==> src/rtl/lsu_align.sv <==
// lsu_align -- load/store alignment unit between the CPU datapath and MEM.
//
// Converts one CPU load/store request into the memory accesses MEM supports
// (SB, SH at halfword offset, SW at word offset) and extracts/extends load
// data from the raw big-endian word MEM returns (byte offset k lives at
// bits [31-8k -: 8]).
//
// Optional feature macro: LSU_MISALIGN_SPLIT_EN
//   defined   : misaligned accesses are split into several memory cycles
//               (loads: up to two word reads, stores: per-byte SB writes).
//   undefined : misaligned accesses fault without touching memory; the op
//               counter and second word buffer are not built.
//
// Handshake: a request transfers on a rising clk edge where req_valid and
// req_ready are both 1; req_ready is 1 exactly while the FSM is IDLE, and
// req_* are ignored at all other times. Completion is a one-cycle
// resp_valid pulse carrying resp_rdata/resp_fault.
//
// Ports:
//   clk, rst                 clock, asynchronous active-high reset
//   req_valid/req_ready      request handshake
//   req_we, req_type         store flag, RISC-V funct3 access type
//   req_addr, req_wdata      byte address, right-aligned store data
//   resp_valid               one-cycle completion pulse
//   resp_rdata, resp_fault   extended load result, access-not-performed flag
//   mem_we, mem_type         MEM write enable, write_type (SB/SH/SW)
//   mem_addr, mem_wdata      MEM byte address, data_in
//   mem_rdata                MEM data_out (combinational read of mem_addr>>2)

module lsu_align (
  input  logic        clk,
  input  logic        rst,
  input  logic        req_valid,
  output logic        req_ready,
  input  logic        req_we,
  input  logic [2:0]  req_type,
  input  logic [31:0] req_addr,
  input  logic [31:0] req_wdata,
  output logic        resp_valid,
  output logic [31:0] resp_rdata,
  output logic        resp_fault,
  output logic        mem_we,
  output logic [2:0]  mem_type,
  output logic [31:0] mem_addr,
  output logic [31:0] mem_wdata,
  input  logic [31:0] mem_rdata
);

  typedef enum logic [1:0] {
    IDLE  = 2'd0,
    ISSUE = 2'd1,
    RESP  = 2'd2
  } state_t;

  state_t      state;
  logic        lat_we;
  logic [2:0]  lat_type;
  logic [31:0] lat_addr;
  logic [31:0] lat_wdata;
  logic        lat_fault;
  logic [31:0] buf0;
  logic [31:0] buf_hi;

`ifdef LSU_MISALIGN_SPLIT_EN
  logic [31:0] buf1;
  logic [1:0]  op_k;
  logic [1:0]  op_last;
  logic [1:0]  req_last;
  logic [31:0] st_sh;
`endif

  // Request decode
  logic req_illegal;
  logic req_misalign;

  always_comb begin
    if (req_we)
      req_illegal = (req_type >= 3'b011);
    else
      req_illegal = (req_type == 3'b011) || (req_type == 3'b110) ||
                    (req_type == 3'b111);
    req_misalign = ((req_type[1:0] == 2'b01) && req_addr[0]) ||
                   ((req_type[1:0] == 2'b10) && (req_addr[1:0] != 2'b00));
  end

`ifdef LSU_MISALIGN_SPLIT_EN
  // Index of the last memory op: split stores go byte by byte, loads need a
  // second word only when the access runs past the end of the first word.
  always_comb begin
    req_last = 2'd0;
    if (req_misalign) begin
      if (req_we)
        req_last = (req_type[1:0] == 2'b10) ? 2'd3 : 2'd1;
      else if ((req_type[1:0] == 2'b10) || (req_addr[1:0] == 2'b11))
        req_last = 2'd1;
    end
  end
`endif

  // Control FSM
  always_ff @(posedge clk or posedge rst) begin
    if (rst) begin
      state     <= IDLE;
      lat_we    <= 1'b0;
      lat_type  <= 3'd0;
      lat_addr  <= 32'd0;
      lat_wdata <= 32'd0;
      lat_fault <= 1'b0;
      buf0      <= 32'd0;
`ifdef LSU_MISALIGN_SPLIT_EN
      buf1      <= 32'd0;
      op_k      <= 2'd0;
      op_last   <= 2'd0;
`endif
    end else begin
      case (state)
        IDLE: begin
          if (req_valid) begin
            lat_we    <= req_we;
            lat_type  <= req_type;
            lat_addr  <= req_addr;
            lat_wdata <= req_wdata;
`ifdef LSU_MISALIGN_SPLIT_EN
            op_k      <= 2'd0;
            op_last   <= req_last;
`endif
            if (req_illegal) begin
              lat_fault <= 1'b1;
              state     <= RESP;
            end else if (req_misalign) begin
`ifdef LSU_MISALIGN_SPLIT_EN
              lat_fault <= 1'b0;
              state     <= ISSUE;
`else
              lat_fault <= 1'b1;
              state     <= RESP;
`endif
            end else begin
              lat_fault <= 1'b0;
              state     <= ISSUE;
            end
          end
        end
        ISSUE: begin
`ifdef LSU_MISALIGN_SPLIT_EN
          if (!lat_we) begin
            if (op_k == 2'd0)
              buf0 <= mem_rdata;
            else
              buf1 <= mem_rdata;
          end
          if (op_k == op_last)
            state <= RESP;
          else
            op_k <= op_k + 2'd1;
`else
          if (!lat_we)
            buf0 <= mem_rdata;
          state <= RESP;
`endif
        end
        RESP:    state <= IDLE;
        default: state <= IDLE;
      endcase
    end
  end

  // Memory port: driven only while in ISSUE
`ifdef LSU_MISALIGN_SPLIT_EN
  // Halfword stores are moved to the top of the word so that byte k of the
  // value is always the top byte after shifting by k bytes.
  always_comb begin
    st_sh = lat_type[1] ? lat_wdata : {lat_wdata[15:0], 16'd0};
    st_sh = st_sh << {op_k, 3'b000};
  end
`endif

  always_comb begin
    mem_we    = 1'b0;
    mem_type  = 3'd0;
    mem_addr  = 32'd0;
    mem_wdata = 32'd0;
    if (state == ISSUE) begin
      if (lat_we) begin
        mem_we    = 1'b1;
        mem_type  = lat_type;
        mem_addr  = lat_addr;
        mem_wdata = lat_wdata;
`ifdef LSU_MISALIGN_SPLIT_EN
        if (op_last != 2'd0) begin
          mem_type  = 3'b000;
          mem_addr  = lat_addr + {30'd0, op_k};
          mem_wdata = {24'd0, st_sh[31:24]};
        end
`endif
      end else begin
        mem_type = 3'b010;
`ifdef LSU_MISALIGN_SPLIT_EN
        mem_addr = {lat_addr[31:2], 2'b00} + {28'd0, op_k, 2'b00};
`else
        mem_addr = {lat_addr[31:2], 2'b00};
`endif
      end
    end
  end

  // Response
`ifdef LSU_MISALIGN_SPLIT_EN
  assign buf_hi = buf1;
`else
  assign buf_hi = 32'd0;
`endif

  logic [31:0] rd_win;

  // rd_win holds the four bytes starting at the request offset, MSB first.
  always_comb begin
    case (lat_addr[1:0])
      2'd0:    rd_win = buf0;
      2'd1:    rd_win = {buf0[23:0], buf_hi[31:24]};
      2'd2:    rd_win = {buf0[15:0], buf_hi[31:16]};
      default: rd_win = {buf0[7:0],  buf_hi[31:8]};
    endcase
  end

  assign req_ready = (state == IDLE);

  always_comb begin
    resp_valid = (state == RESP);
    resp_fault = resp_valid && lat_fault;
    resp_rdata = 32'd0;
    if (resp_valid && !lat_fault && !lat_we) begin
      case (lat_type)
        3'b000:  resp_rdata = {{24{rd_win[31]}}, rd_win[31:24]};
        3'b001:  resp_rdata = {{16{rd_win[31]}}, rd_win[31:16]};
        3'b010:  resp_rdata = rd_win;
        3'b100:  resp_rdata = {24'd0, rd_win[31:24]};
        3'b101:  resp_rdata = {16'd0, rd_win[31:16]};
        default: resp_rdata = 32'd0;
      endcase
    end
  end

endmodule

==> config.mk <==
export PLATFORM = sky130hd
export DESIGN_NAME = lsu_align
export DESIGN_NICKNAME = d
export VERILOG_FILES = /design/src/rtl/lsu_align.sv
export SDC_FILE = /design/constraint.sdc
export NUM_CORES = 1
export LEC_CHECK = 0
export CORE_AREA = 2 2 114 116
export DETAILED_ROUTE_END_ITERATION = 6
export DIE_AREA = 0 0 116 118
export HOLD_SLACK_MARGIN = 0.05
export PLACE_DENSITY_LB_ADDON = 0.08
export SYNTH_ARGS = -nofsm -noshare
export SYNTH_HDL_FRONTEND = slang
export SYNTH_SLANG_ARGS = --single-unit
==> constraint.sdc <==
create_clock -name clk -period 4.1 [get_ports clk]
set_input_delay 0.82 -clock clk [delete_from_list [all_inputs] [get_ports clk]]
set_output_delay 0.82 -clock clk [all_outputs]
set_load 0.02 [all_outputs]
Word level (Yosys, flattened, before mapping)
Index checks and enable logic that the tools add are counted.
Widths: inputs -> output; s select.
- bits in registers: 103
- memories: 0
- latch bits: 0
- memory bits (writable): 0
- logic and storage cells: 57
- output and inout bits: 103
- memory bits (read-only): 0
- input bits: 103
- multipliers: 0
- bitwise gates (word level): 1
- add/subtract/negate cells: 0
- $lt $le $gt $ge: 1
- mux-type cells: 18
- shift-type cells: 0
- reductions and logical operators: 16
- div/mod/pow operators: 0
- eq/ne operators: 14
- operators with widths (cell ; count):
    $pmux 32 s5 ; 1
    $mux 32 ; 4
    $pmux 32 s3 ; 1
    $eq 3x3->1 const B ; 4
    $mux 2 ; 4
    $eq 2x1->1 const B ; 3
    $eq 2x2->1 const B ; 3
    $eq 3x2->1 const B ; 2
    $mux 3 ; 2
    $logic_and 1x1->1 ; 5
    $mux 1 ; 5
    $logic_not 2->1 ; 2
    $pmux 2 s2 ; 1
    $reduce_and 2->1 ; 2
    $eq 3x1->1 const B ; 1
    $ge 3x2->1 const B ; 1
    $logic_not 3->1 ; 1
    $logic_or 1x1->1 ; 3
    $logic_not 1->1 ; 2
    $ne 2x2->1 const B ; 1
    $reduce_bool 2->1 ; 1
    $not 1->1 ; 1

Logic depth before layout (Yosys ltp)
Gate-level depths: netlist (run 1).
- depth in word-level cells: 7
- depth in mapped cells: 7
- gate-level depth less buffers: 4

Worst setup path before layout (run 1)
OpenSTA, ideal clock, no wires.
- kind: register to output
- start: reg state[0]
- end: out resp_rdata[0]
- cell stages (with the launch flop): 5
- setup slack: 1.562 ns
- data arrival time: 1.718 ns
- data required time: 3.280 ns
- buffers on the path: 1
- cells stage by stage: dfrtp_1 nor4b_1 buf_2 nand3_1 o21ai_0
- cells in the longest elaborated chain, start to end: 4
- ends and longest elaborated chain (element ; RTL line ; text):
    start: declaration ; 55 ; state_t state;
    start signal: assignment ; 103 ; state <= IDLE;
    start signal: assignment ; 129 ; state <= RESP;
    start signal: assignment ; 136 ; state <= RESP;
    $eq 2x2->1 ; 229 ; resp_valid = (state == RESP);
    $logic_and 1x1->1 (2 in a row) ; 232 ; if (resp_valid && !lat_fault && !lat_we) begin
    $mux 32 ; 232 ;
    end: declaration ; 40 ; output logic [31:0] resp_rdata,
Every way passes these cells.

Final worst setup path (run 1)
- start: reg lat_addr[1]
- end: out resp_rdata[17]
- cells in the longest elaborated chain, start to end: 4
- elaborated cells between the ends (all ways): 6
- classes of those cells: eq/ne (2); mux (3); reduce/logical (1)
- ends and longest elaborated chain (element ; RTL line ; text):
    start: declaration ; 58 ; logic [31:0] lat_addr;
    start signal: assignment ; 121 ; lat_addr <= req_addr;
    $eq 2x2->1, or another cell as far along ; 218 ; case (lat_addr[1:0])
    $pmux 32 s3 (*) ; 218 ;
    $pmux 32 s5 (*) ; 233 ; case (lat_type)
    $mux 32 (*) ; 232 ;
Every way passes the cells marked *; elsewhere a longest branch is shown, timed or not.

==> out/results.tsv, run 1 <==
metric	value	unit
status	finished clean	
DRC	0	
Global Route Usage Sum	21.66	%
routed wire length	14610	µm
vias in the first global route	4524	
full die area	0.01369	mm²
cts bufs inserted	9	
PwrDens	449.4	mW/mm²
routability congestion estimate	0.9010	
fraction of the yosys area taken by sequential cells	48.22	%
number of diodes	0	
Syn Nets	563	
internal reg-to-reg setup slack	2.03	ns
fillcell total	1086	
first-pass iteration count of the detailed router	4	
I/O pins	206	
Core Util, Final	62.85	%
Reg-to-Reg End	lat_addr[30]	
initial antenna violation count	0	
Nets	754	
core area	0.01241	mm²
cell leakage power	3.168	nW
FP Rows	41	
Critical Path Start	lat_addr[1]	
Ys Warns	0	
chip height	118	µm
remaining global-route overflow	0	
vias per inst	5.138	
Peak VDD IR	0.2335	mV
Initial Util	43.06	%
CTS Buffer Depth	2	
maxcap violations	0	
post-synth cell types	35	
multi-input logic area	0.002546	mm²
Tcrit/Tclk final	87.74	%
CTS H-tree depth	3	
Initial DRC Count	175	
die width	116	µm
synthesized cell area	0.005345	mm²
Sum Neg Setup Slack	0	ns
CTS sink count	103	
first-pass GRT wire length	23200	µm
largest net degree at the start of global routing	72	
root buf cell	clkbuf_16	
Resize count post-CTS	0	
Routed Antenna Nets	0	
Slew Limit Fails	0	
Slew headroom	39.35	%
final critical-path required period	3.597	ns
Worst-Skew Late Latency	0.34	ns
post-DR wirelength/cell	17.65	µm
Syn Inst Count	460	
flops & latches, synth	103	
Worst-path clk slew	0.07	ns
setup repair bufs after CTS	0	
worst reg2reg path depth	4	
final setup vio count	0	
layout cells sized above 1	23.32	%
Clock Skew	0.006021	ns
kind of critical path	flip-flop to output pin	
total number of vias	4254	
Reg area	0.002577	mm²
startpoint types	flip-flop	
Avg Synthesized Cell Area	11.62	µm²
CP Capture Type	output pin	
CTS Hold Bufs	0	
worst-path maximum fanout	21	
CP Data Arrival Time	2.78	ns
unrepaired setup endpoints after global routing	false	
count of final hold-check violations	0	
CTS tree	done	
Worst Tran Pin Value	0.9097	ns
Synth-to-Final Area Change	45.97	%
PortBufs	205	
Peak Freq	278.0	MHz
worst hold path type	flip-flop to flip-flop	
dpl hpwl	10620	µm
Worst Setup EP	resp_rdata[17]	
Data required, critical path	3.28	ns
RR Startpoint	state[1]	
[kinds of logic after synthesis]
family	after synthesis	share of synthesized area, %
compound gates	70	9.059
buf+inv	48	4.588
flops	103	48.22
mux	123	25.89
simple gates	116	12.24
[flip-flops by register name, indices dropped and copies added, names as in the netlist]
| register | cells |
|---|---|
| lat_fault | 1 |
| lat_addr | 32 |
| lat_type | 3 |
| lat_we | 1 |
| state | 2 |
| buf0 | 32 |
| lat_wdata | 32 |
[synth_stat cells (all sizes together)]
library cell  instances  area share (%)
mux2                112              24
dfrtp               103              48
and3                 36             4.2
and2                 34             4.0
nand2                27             1.9
a21oi                24             3.1
buf                  20             2.5
o21ai                20             1.9
clkbuf               15             1.1
inv                  12            0.84
mux2i                10             1.9
a32oi                 8             1.3
o2bb2ai               8             1.3
a22oi                 7            0.98
nor2                  5            0.35
nor2b                 4            0.47
nor3b                 3            0.51
nand2b                2            0.23
a221o                 1            0.19
dlygate4sd1           1            0.16
mux4                  1            0.42
nand3                 1           0.094
nor3                  1           0.094
nor4b                 1            0.16
o21a                  1            0.14
o41ai                 1            0.16
or2                   1            0.12
or3                   1            0.12
[final cells by class]
| type | instances | area share, % |
|---|---|---|
| flip-flops and latches | 103 | 33.03 |
| multi-input cells | 309 | 32.63 |
| repair buffers | 216 | 27.52 |
| clock buffers | 13 | 3.207 |
| well taps | 172 | 2.758 |
| inverters | 12 | 0.6094 |
| clock inverters | 3 | 0.2405 |
[power by group]
group,internal (mW),switching (mW),leakage (nW)
clock network,0.429,0.366,0.134
logic,0.630,0.537,1.82
registers,1.33,0.212,1.22
total,2.39,1.12,3.17
[cells in the final DEF (no fill, tap or decap), drive strengths merged, types with 2 or more instances in the layout]
master,instances
and2,34
mux2,112
clkbuf,13
o2bb2ai,8
a32oi,8
a22oi,7
buf,11
nor3b,3
nand2,27
inv,12
a21oi,24
clkinv,3
dfrtp,103
o21ai,20
nor2b,4
clkdlybuf4s50,205
nand2b,2
nor2,5
mux2i,10
and3,36
[worst min path at each step]
stage / start / to / slack (ns) / cells after the start
2_1_floorplan: lat_addr[20] / lat_addr[20] / 0.47 / 1
4_1_cts: lat_wdata[0] / lat_wdata[0] / 0.50 / 1
3_3_place_gp: lat_addr[30] / lat_addr[30] / 0.48 / 1
3_5_place_dp: lat_addr[15] / lat_addr[15] / 0.49 / 1
5_1_grt: lat_wdata[12] / lat_wdata[12] / 0.51 / 1
6_report: lat_addr[7] / lat_addr[7] / 0.50 / 1
[per-layer routing]
layer / vias up / track usage [%] / part of all wire [%]
li1: 2007 / - / -
met1: 2082 / 26.67 / 41
met2: 150 / 36.44 / 50
met3: 15 / 6.540 / 7.9
met4: 0 / 6.324 / 1.1
met5: - / 0 / 0
[metrics by stage]
stage	cell area [µm²]	worst slack [ns]	hold slack [ns]	cells	total power, mW
4_1_cts	7802	0.4890	0.5029	828	3.545
6_report	7802	0.5028	0.4975	828	3.507
2_1_floorplan	5345	0.5762	0.4720	460	2.341
3_5_place_dp	7533	0.8670	0.4870	812	2.737
3_3_place_gp	7533	0.9421	0.4807	812	2.695
5_1_grt	7802	0.3200	0.5103	828	3.724
[critical path: stages (launching register included)]
cell and delay [ns]:
dfrtp_1 0.36, buf_4 0.26, mux4_2 0.36, nand2_1 0.11, or2_1 0.61, a21oi_1 0.15, clkdlybuf4s50_1 0.58
(Power assumes the default switching activity.)
==> inputs of run 2 (changes only) <==
--- a/config.mk
+++ b/config.mk
@@ -8,8 +8,10 @@
 export CORE_AREA = 2 2 114 116
 export DETAILED_ROUTE_END_ITERATION = 6
 export DIE_AREA = 0 0 116 118
+export GPL_TIMING_DRIVEN = 0
 export HOLD_SLACK_MARGIN = 0.05
 export PLACE_DENSITY_LB_ADDON = 0.08
+export RECOVER_POWER = 100
 export SYNTH_ARGS = -nofsm -noshare
 export SYNTH_HDL_FRONTEND = slang
 export SYNTH_SLANG_ARGS = --single-unit
==> run 2 against run 1 <==
The flow now finishes with violations (max-capacitance violations, max-slew violations). Critical path depth down 1. Total power up 5.5%. Routed wire length up 3.0%. Global-route usage up 1.0 points. Clock power up 21%. Sequential power about the same. Non-clock buffer count up 26. Clock-buffer cell count down 4. Via count up 2.2%.
==> out/results.tsv, run 2 (same netlist as run 1, synthesis figures left out) <==
metric	value	unit	change
Worst Tran Pin Value	1.927	ns	+1.018 ns
Peak VDD IR	0.2879	mV	+23%
routability congestion estimate	0.8615		-4.4%
Data required, critical path	3.28	ns	about the same
CTS tree	done		
unrepaired setup endpoints after global routing	false		
I/O pins	206		unchanged
multi-input logic area	0.002522	mm²	-0.93%
Reg power frac	41.8	%	-2.3 points
layout cells sized above 1	21.99	%	-1.3 points
Clock Skew	0.01069	ns	+0.004664 ns
full die area	0.01369	mm²	unchanged
chip height	118	µm	unchanged
worst-path maximum fanout	10		-52%
root buf cell	clkbuf_16		
total number of vias	4349		+2.2%
final setup vio count	0		unchanged
CP Data Arrival Time	3.00	ns	+0.22 ns
CP Capture Type	output pin		
Placed Instance Area	0.007642	mm²	+1.4%
final critical-path required period	3.815	ns	+0.2181 ns
Routed Antenna Nets	0		unchanged
core area	0.01241	mm²	unchanged
initial antenna violation count	0		unchanged
CTS H-tree depth	3		unchanged
crit-path cells	nor4b_1, nand2_1, clkbuf_1, a21oi_1, dlygate4sd3_1		
worst hold path type	flip-flop to flip-flop		
crit path max-delay cell type	dlygate4sd3_1		
routed wire length	15060	µm	+3.0%
count of final hold-check violations	0		unchanged
number of diodes	0		unchanged
first-pass GRT wire length	24000	µm	+3.5%
Clock power frac	26.0	%	+3.3 points
status	finished, violations left		
DP Cell Count	838		+3.2%
failing checks	max-capacitance violations, max-slew violations		
dpl hpwl	11500	µm	+8.3%
CP top delay family	buffers and inverters		
die width	116	µm	unchanged
FP Rows	41		unchanged
remaining global-route overflow	0		unchanged
Initial Util	43.06	%	unchanged
Int Pwr	2.519	mW	+5.4%
PwrDens	464.9	mW/mm²	+3.4%
maxcap violations	1		+1
kind of critical path	flip-flop to output pin		
PortBufs	205		unchanged
CTS Hold Bufs	0		unchanged
net switching power	1.179	mW	+5.6%
Worst-Skew Late Latency	0.35	ns	about the same
largest registers	buf0: 32 flops, lat_addr: 32 flops, lat_wdata: 32 flops		
dpl ws	0.7436	ns	-0.1234 ns
vias per inst	5.093		-0.88%
vias in the first global route	4673		+3.3%
Resize count post-CTS	0		unchanged
most frequent cells in the layout	112 x mux2_2, 103 x dfrtp_1, 103 x clkdlybuf4s50_1		
startpoint types	flip-flop		
Post-Layout Inst Area	0.007955	mm²	+2.0%
setup repair bufs after CTS	0		unchanged
Tcrit/Tclk final	93.06	%	+5.3 points
Global Route Usage Sum	22.66	%	+1.0 points
CTS sink count	103		unchanged
Slew headroom	-29.19	%	-69 points
largest net degree at the start of global routing	64		-11%
most common cell after layout, fill and taps aside	mux2_2		
cell leakage power	3.563	nW	+12%
max incr delay on CP	0.72	ns	+0.11 ns
first-pass iteration count of the detailed router	4		unchanged
Comb power frac	32.3	%	-1.0 points
Nets	780		+3.4%
final non-filler cell total	854		+3.1%
post-DR wirelength/cell	17.63	µm	-0.12%
Peak Freq	262.1	MHz	-5.7%
Synth-to-Final Area Change	48.83	%	
Initial DRC Count	216		+23%
final worst slack	0.2847	ns	-0.2181 ns
Buf/Inv on CP	2		unchanged
CTS Buffer Depth	2		unchanged
fillcell total	1046		-3.7%
Worst-path clk slew	0.08	ns	about the same
Sum Neg Setup Slack	0	ns	unchanged
Slew Limit Fails	41		+41
Final Power	3.698	mW	+5.5%
Reg area	0.002577	mm²	unchanged
sw frac	31.88	%	+0.056 points
DRC	0		unchanged
cts bufs inserted	9		unchanged
==> run 2: cell types whose count changed in the layout (fill, tap and decap cells not counted), moves of 3 or more <==
| cell | before | now |
|---|---|---|
| buf_6 | 0 | 3 |
| dlygate4sd3_1 | 0 | 102 |
| buf_4 | 10 | 1 |
| clkdlybuf4s50_1 | 205 | 103 |
| clkbuf_1 | 3 | 26 |
==> run 2: layout make-up <==
type,count,share of cell area (%)
repair buffers,206,26.14
clock buffers,9,2.831
clock inverters,7,1.290
plain buffers,36,2.344
well taps,172,2.705
inverters,12,0.5819
flip-flops and latches,103,32.40
multi-input cells,309,31.71
==> run 2: worst paths after layout <==
| kind | start | end | slack (ns) | depth (start not counted) |
|---|---|---|---|---|
| max in group asynchronous | rst | lat_wdata[27] | 1.71 | 3 |
| min in group asynchronous | rst | lat_addr[25] | 1.41 | 2 |
| min | lat_wdata[30] | lat_wdata[30] | 0.50 | 1 |
| min reg2reg | lat_wdata[30] | lat_wdata[30] | 0.50 | 1 |
| max reg2reg | state[1] | lat_addr[29] | 1.85 | 4 |
| max | state[0] | resp_rdata[10] | 0.28 | 5 |
==> run 2: worst register-to-register path: cells and delay by family, from the launching register on <==
family                 cells  cell delay [ns]
multiplexers               1             0.41
flip-flops                 1             0.43
buffers and inverters      1             0.56
AND/OR/NAND/NOR            2             0.74
==> run 2: per-layer routing <==
| metal | global-route usage [%] | share of wire [%] |
|---|---|---|
| met3 | 7.724 | 7.9 |
| met1 | 27.52 | 41 |
| met4 | 6.622 | 1.9 |
| met5 | 0 | 0 |
| met2 | 37.94 | 49 |
==> run 2: power by group through the flow <==
stage               sequential [mW]  combinational [mW]  clock [mW]
floorplan                      1.48               0.862           0
global placement               1.56                1.18           0
detailed placement             1.57                1.21           0
CTS                            1.55                1.22       0.973
global route                   1.59                1.31        1.02
finish                         1.54                1.19       0.961
==> run 2: per-stage QoR <==
stage	hold WS, ns	util [%]
final	0.5001	64.08
after global routing	0.5056	64.08
after CTS	0.5036	64.20
after detailed placement	0.4872	61.56
after global placement	0.4799	61.32
after floorplan	0.4720	-
